`src/rtl/alu_arbiter_if.sv`:
```
// Bus bundle between the two requesters, the response consumer and the shared ALU.
// slave is the arbiter's view; master is the environment's view.
interface alu_arbiter_if;
  logic        req0_valid;
  logic        req0_ready;
  logic [31:0] req0_val1;
  logic [31:0] req0_val2;
  logic [4:0]  req0_aluop;
  logic        req1_valid;
  logic        req1_ready;
  logic [31:0] req1_val1;
  logic [31:0] req1_val2;
  logic [4:0]  req1_aluop;
  logic        rsp_valid;
  logic        rsp_ready;
  logic        rsp_id;
  logic [31:0] rsp_result;
  logic        rsp_divz;
  logic [31:0] alu_val1;
  logic [31:0] alu_val2;
  logic [4:0]  alu_aluop;
  logic        alu_is_alu_op;
  logic [31:0] alu_result;

  modport slave (
    input  req0_valid, req0_val1, req0_val2, req0_aluop,
    input  req1_valid, req1_val1, req1_val2, req1_aluop,
    input  rsp_ready, alu_result,
    output req0_ready, req1_ready,
    output rsp_valid, rsp_id, rsp_result, rsp_divz,
    output alu_val1, alu_val2, alu_aluop, alu_is_alu_op
  );

  modport master (
    output req0_valid, req0_val1, req0_val2, req0_aluop,
    output req1_valid, req1_val1, req1_val2, req1_aluop,
    output rsp_ready, alu_result,
    input  req0_ready, req1_ready,
    input  rsp_valid, rsp_id, rsp_result, rsp_divz,
    input  alu_val1, alu_val2, alu_aluop, alu_is_alu_op
  );
endinterface

```
`src/rtl/alu_arbiter.sv`:
```
// Round-robin arbiter sharing one combinational ALU between two requesters.
// Operands are held for a per-opcode latency so MUL/DIV can be multicycle paths.
module alu_arbiter #(
  parameter int unsigned MUL_CYCLES = 2,
  parameter int unsigned DIV_CYCLES = 8
) (
  input  logic         clk,
  input  logic         rst_n,
  alu_arbiter_if.slave bus
);

  localparam int unsigned DATA_W = 32;
  localparam logic [4:0] ALUOP_MUL = 5'd10;
  localparam logic [4:0] ALUOP_DIV = 5'd11;
  localparam logic [3:0] MUL_LAT   = 4'(MUL_CYCLES);
  localparam logic [3:0] DIV_LAT   = 4'(DIV_CYCLES);

  typedef enum logic [1:0] {IDLE, EXEC, RESP} state_t;

  state_t              state_q;
  logic                last_grant_q;
  logic [3:0]          cnt_q;
  logic                op_id_q;
  logic [DATA_W-1:0]   alu_val1_q;
  logic [DATA_W-1:0]   alu_val2_q;
  logic [4:0]          alu_aluop_q;
  logic                alu_is_q;
  logic                rsp_valid_q;
  logic                rsp_id_q;
  logic [DATA_W-1:0]   rsp_result_q;
  logic                rsp_divz_q;

  logic                grant_d;
  logic                accept_d;
  logic [DATA_W-1:0]   op_val1_d;
  logic [DATA_W-1:0]   op_val2_d;
  logic [4:0]          op_aluop_d;
  logic [3:0]          lat_d;
  logic                divz_d;

  // A tie goes to the requester that was not granted last.
  always_comb begin
    if (bus.req0_valid && bus.req1_valid) grant_d = ~last_grant_q;
    else                                  grant_d = bus.req1_valid;
  end

  assign bus.req0_ready = (state_q == IDLE) && !grant_d && bus.req0_valid;
  assign bus.req1_ready = (state_q == IDLE) &&  grant_d && bus.req1_valid;
  assign accept_d       = bus.req0_ready || bus.req1_ready;

  assign op_val1_d  = grant_d ? bus.req1_val1  : bus.req0_val1;
  assign op_val2_d  = grant_d ? bus.req1_val2  : bus.req0_val2;
  assign op_aluop_d = grant_d ? bus.req1_aluop : bus.req0_aluop;
  assign divz_d     = (op_aluop_d == ALUOP_DIV) && (op_val2_d == '0);

  always_comb begin
    lat_d = 4'd1;
    if (op_aluop_d == ALUOP_MUL)      lat_d = MUL_LAT;
    else if (op_aluop_d == ALUOP_DIV) lat_d = DIV_LAT;
  end

  always_ff @(posedge clk or negedge rst_n) begin
    if (!rst_n) begin
      state_q      <= IDLE;
      last_grant_q <= 1'b1;
      cnt_q        <= '0;
      op_id_q      <= 1'b0;
      alu_val1_q   <= '0;
      alu_val2_q   <= '0;
      alu_aluop_q  <= '0;
      alu_is_q     <= 1'b0;
      rsp_valid_q  <= 1'b0;
      rsp_id_q     <= 1'b0;
      rsp_result_q <= '0;
      rsp_divz_q   <= 1'b0;
    end else begin
      case (state_q)
        IDLE: begin
          if (accept_d) begin
            op_id_q      <= grant_d;
            last_grant_q <= grant_d;
            cnt_q        <= lat_d;
            if (divz_d) begin
              // Divide by zero never reaches the ALU.
              state_q      <= RESP;
              rsp_valid_q  <= 1'b1;
              rsp_id_q     <= grant_d;
              rsp_result_q <= '1;
              rsp_divz_q   <= 1'b1;
            end else begin
              state_q     <= EXEC;
              alu_val1_q  <= op_val1_d;
              alu_val2_q  <= op_val2_d;
              alu_aluop_q <= op_aluop_d;
              alu_is_q    <= 1'b1;
            end
          end
        end
        EXEC: begin
          cnt_q <= cnt_q - 4'd1;
          if (cnt_q == 4'd1) begin
            state_q      <= RESP;
            rsp_valid_q  <= 1'b1;
            rsp_id_q     <= op_id_q;
            rsp_result_q <= bus.alu_result;
            rsp_divz_q   <= 1'b0;
            alu_val1_q   <= '0;
            alu_val2_q   <= '0;
            alu_aluop_q  <= '0;
            alu_is_q     <= 1'b0;
          end
        end
        RESP: begin
          if (bus.rsp_ready) begin
            state_q     <= IDLE;
            rsp_valid_q <= 1'b0;
          end
        end
        default: state_q <= IDLE;
      endcase
    end
  end

  assign bus.rsp_valid     = rsp_valid_q;
  assign bus.rsp_id        = rsp_id_q;
  assign bus.rsp_result    = rsp_result_q;
  assign bus.rsp_divz      = rsp_divz_q;
  assign bus.alu_val1      = alu_val1_q;
  assign bus.alu_val2      = alu_val2_q;
  assign bus.alu_aluop     = alu_aluop_q;
  assign bus.alu_is_alu_op = alu_is_q;

endmodule
```
`src/flat_wrapper.sv`:
```
// flat-port wrapper written by rule: the top's interface ports become plain ports
module alu_arbiter_flat 
#(
  parameter int unsigned MUL_CYCLES = 2,
  parameter int unsigned DIV_CYCLES = 8
)
  (clk, rst_n, bus_req0_valid, bus_req0_val1, bus_req0_val2, bus_req0_aluop, bus_req1_valid, bus_req1_val1, bus_req1_val2, bus_req1_aluop, bus_rsp_ready, bus_alu_result, bus_req0_ready, bus_req1_ready, bus_rsp_valid, bus_rsp_id, bus_rsp_result, bus_rsp_divz, bus_alu_val1, bus_alu_val2, bus_alu_aluop, bus_alu_is_alu_op);
  alu_arbiter_if bus_i ();
  input  logic clk;
  input  logic rst_n;
  input wire logic [$bits(bus_i.req0_valid)-1:0] bus_req0_valid;
  input wire logic [$bits(bus_i.req0_val1)-1:0] bus_req0_val1;
  input wire logic [$bits(bus_i.req0_val2)-1:0] bus_req0_val2;
  input wire logic [$bits(bus_i.req0_aluop)-1:0] bus_req0_aluop;
  input wire logic [$bits(bus_i.req1_valid)-1:0] bus_req1_valid;
  input wire logic [$bits(bus_i.req1_val1)-1:0] bus_req1_val1;
  input wire logic [$bits(bus_i.req1_val2)-1:0] bus_req1_val2;
  input wire logic [$bits(bus_i.req1_aluop)-1:0] bus_req1_aluop;
  input wire logic [$bits(bus_i.rsp_ready)-1:0] bus_rsp_ready;
  input wire logic [$bits(bus_i.alu_result)-1:0] bus_alu_result;
  output wire logic [$bits(bus_i.req0_ready)-1:0] bus_req0_ready;
  output wire logic [$bits(bus_i.req1_ready)-1:0] bus_req1_ready;
  output wire logic [$bits(bus_i.rsp_valid)-1:0] bus_rsp_valid;
  output wire logic [$bits(bus_i.rsp_id)-1:0] bus_rsp_id;
  output wire logic [$bits(bus_i.rsp_result)-1:0] bus_rsp_result;
  output wire logic [$bits(bus_i.rsp_divz)-1:0] bus_rsp_divz;
  output wire logic [$bits(bus_i.alu_val1)-1:0] bus_alu_val1;
  output wire logic [$bits(bus_i.alu_val2)-1:0] bus_alu_val2;
  output wire logic [$bits(bus_i.alu_aluop)-1:0] bus_alu_aluop;
  output wire logic [$bits(bus_i.alu_is_alu_op)-1:0] bus_alu_is_alu_op;
  assign bus_i.req0_valid = bus_req0_valid;
  assign bus_i.req0_val1 = bus_req0_val1;
  assign bus_i.req0_val2 = bus_req0_val2;
  assign bus_i.req0_aluop = bus_req0_aluop;
  assign bus_i.req1_valid = bus_req1_valid;
  assign bus_i.req1_val1 = bus_req1_val1;
  assign bus_i.req1_val2 = bus_req1_val2;
  assign bus_i.req1_aluop = bus_req1_aluop;
  assign bus_i.rsp_ready = bus_rsp_ready;
  assign bus_i.alu_result = bus_alu_result;
  assign bus_req0_ready = bus_i.req0_ready;
  assign bus_req1_ready = bus_i.req1_ready;
  assign bus_rsp_valid = bus_i.rsp_valid;
  assign bus_rsp_id = bus_i.rsp_id;
  assign bus_rsp_result = bus_i.rsp_result;
  assign bus_rsp_divz = bus_i.rsp_divz;
  assign bus_alu_val1 = bus_i.alu_val1;
  assign bus_alu_val2 = bus_i.alu_val2;
  assign bus_alu_aluop = bus_i.alu_aluop;
  assign bus_alu_is_alu_op = bus_i.alu_is_alu_op;
  alu_arbiter #(.MUL_CYCLES(MUL_CYCLES), .DIV_CYCLES(DIV_CYCLES)) u_core (.clk(clk), .rst_n(rst_n), .bus(bus_i));
endmodule
```
`config.mk`:
```
export PLATFORM = sky130hd
export DESIGN_NAME = alu_arbiter_flat
export DESIGN_NICKNAME = d
export VERILOG_FILES = /design/src/rtl/alu_arbiter_if.sv /design/src/rtl/alu_arbiter.sv /design/src/flat_wrapper.sv
export SDC_FILE = /design/constraint.sdc
export NUM_CORES = 1
export LEC_CHECK = 0
export CORE_MARGIN = 10
export CORE_UTILIZATION = 25
export CTS_CLUSTER_SIZE = 10
export DETAILED_ROUTE_END_ITERATION = 7
export PLACE_DENSITY = 0.55
export SLEW_MARGIN = 20
export SYNTH_ARGS = -nofsm -noshare
export SYNTH_HDL_FRONTEND = slang
export SYNTH_SLANG_ARGS = --single-unit
export TNS_END_PERCENT = 5
```
`constraint.sdc`:
```
create_clock -name clk -period 2.5 [get_ports clk]
set_input_delay 0.25 -clock clk [delete_from_list [all_inputs] [get_ports clk]]
set_output_delay 0.25 -clock clk [all_outputs]
set_load 0.1 [all_outputs]
```
==> flow_summary.toml <==
[placed_design]
io_buffers = 281
gp_congestion = 0.916
dp_slack_ns = -0.0407
dp_hpwl_um = 16600

[layout]
seqCellArea_sq_um = 2830
final_common_cell = "clkdlybuf4s50_1"
drive_above_1_share_pct = 25.6
synthToLayoutAreaGrowth_pct = 65.5
final_cell_mix = "173 x clkdlybuf4s50_1, 117 x buf_4, 112 x dfrtp_1"
multiInputGateArea_sq_um = 2490
fillers = 2076
nets = 939

[timing]
holdWs_ns = 0.406
rsz0062_at_grt = "no"
relSlewSlack_pct = 58.3
clock.fmax_ghz = 0.427
drv_slew = 0
setup-violations-final = 0
skew_ns = 0.00769
hold_viol_final = 0
fin_ws_ns = 0.159
tightest_slew_ns = 0.626
period_needed_ns = 2.34
tns_ns = 0
period_share_pct = 93.6

[detailed_routing]
vias = 4955
drc = 0
ant_nets = 0
wl_per_cell_um = 20.2
drt_first_iter_violations = 244
routed_wirelength_um = 21300
vias_per_cell = 4.70
first_pass_iters = 4

[global_routing]
track_usage_pct = 14.5
grt_pass1_vias = 5364
grt_busiest_layer = "met2"
use_met3_pct = 6.61
grt_max_degree = 114
met2_usage_pct = 23.4
grt_pass1_wl_um = 32500
grtUsageMet1_pct = 17.3
antenna_found_initial = 4
grt_overflow = 0

[critical_path]
path_class = "reg2reg"
reg2reg_setup_slack_ns = 0.16
cp-end-kind = "register"
r2r_end = "u_core.bus.rsp_result[30]"
worstPathRequired_ns = 2.84
cp_data_arrival_time_ns = 2.68
crit_fanout = 34
rr_startpoint = "u_core.cnt_q[1]"
reg2reg_depth = 8
start_kind = "register"

[clocking]
clockRootBuffer = "clkbuf_16"
holdBufCountCts = 1
cts_tree = "yes"
cts_buffers = 17
cts_sinks = 113
path_clk_slew_ns = 0.06
htreeDepth = 4
cts_resized = 0
cts_setup_buffers = 0
clock_path_buffers = 2
clock_latency_ns = 0.41

[floorplanning]
die_h_um = 168
start_util_pct = 25.3
coreArea_sq_um = 21800
die_w_um = 168
pin_count = 282
rows = 54
dieArea_sq_um = 28400

[synthesis]
yosysWarnings = 0
yosys_most_used_dff = "dfrtp_1"
synthArstFlopShare_pct = 100
synth_xor_area_share_pct = 0
synthAdderAreaFrac_pct = 0.454
ys_ff_latch = 113
synth_top_family_by_area = "compound AO/OA/AOI/OAI gates"
synth-compound-area-share_pct = 20.7
synth_area_sq_um = 5510
yosys.area_share.simple_pct = 10.7
syn-num-nets = 656
synth_edf_count = 0
syn_avg_cell_area_sq_um = 11.5
synth-seq-area-share_pct = 51.4
synth.area.mux_share_pct = 13.0
yosysUniqueCellTypes = 41
syn_inst = 479

[hold_path]
min_path_cells = 3
worst_hold_path.endpoint = "u_core.bus.rsp_result[0]"
hold_class = "in2reg"
hold_start = "bus_alu_result[0]"

[outcome]
status = "finished clean"

[flow_run]
drv_cap = 0
[per-layer routing]
metal | vias to the layer above | wire length [um]
li1 | 2345 | -
met4 | 6 | 329
met2 | 189 | 10200
met1 | 2387 | 8920
met3 | 28 | 1840
met5 | - | 46
[metrics by stage]
stage | area (sq um) | cells | util [%]
after detailed placement | 8430 | 1022 | 38.8
after floorplan | 5510 | 479 | -
after CTS | 9110 | 1054 | 41.9
after global routing | 9110 | 1054 | 41.9
final | 9120 | 1055 | 41.9
after global placement | 8430 | 1022 | 38.8
[worst max-delay path, stage by stage, from the launching register on]
cell and delay (ns):
dfrtp_1 0.38, inv_1 0.11, ha_1 0.14, or3b_1 0.43, and2_1 0.23, nor3_1 0.22, nand4_1 0.23, buf_4 0.32
a21oi_1 0.18
[worst max path at each step]
stage / from / to / slack, ns
after floorplan: u_core.state_q[0] / bus_req0_ready / 0.07
after global placement: bus_req1_val2[27] / u_core.bus.alu_val1[0] / 0.02
after detailed placement: bus_req1_val2[27] / u_core.bus.alu_val2[0] / -0.04
after CTS: u_core.cnt_q[1] / u_core.bus.rsp_result[9] / 0.18
after global routing: u_core.cnt_q[1] / u_core.bus.rsp_id / 0.02
final: u_core.cnt_q[1] / u_core.bus.rsp_result[30] / 0.16
[Yosys cell counts (6+ instances only)]
master,instances,area (sq um)
mux2i_1,69,691
a21oi_1,40,200
o21ai_0,6,30.0
nor4_1,14,87.6
nand2_1,9,33.8
dfrtp_1,112,2800
o2bb2ai_2,30,450
nor3_1,7,35.0
buf_6,8,90.1
nor2_1,80,300
o2bb2ai_1,39,342
clkbuf_1,20,75.1
[kinds of logic after synthesis]
kind of cell / Yosys count
buffers and inverters: 38
adders and majority gates: 2
AOI/OAI and AO/OA: 126
DFF: 113
muxes: 71
and+or+nand+nor: 129
[state kept, by name, indices dropped and copies added, names as in the netlist]
signal / cells
u_core.bus.rsp_result: 32
u_core.bus.alu_val1: 32
u_core.bus.rsp_id: 1
u_core.cnt_q: 4
u_core.bus.rsp_divz: 1
u_core.bus.alu_aluop: 5
u_core.op_id_q: 1
u_core.bus.rsp_valid: 1
u_core.bus.alu_val2: 32
u_core.state_q: 2
u_core.last_grant_q: 1
u_core.bus.alu_is_alu_op: 1
[final cells by class]
type / instances / area share [%]
Timing Repair Buffer: 298 / 30.3
Antenna cell: 1 / 0.0274
Sequential cell: 113 / 31.0
Inverter: 4 / 0.165
Clock buffer: 22 / 5.42
Clock inverter: 9 / 1.94
Multi-Input combinational cell: 328 / 27.3
Tap cell: 280 / 3.84
Power is left out: the tool's default activity adds up to more than one toggle a clock period on the data nets, which glitch-free logic cannot reach.
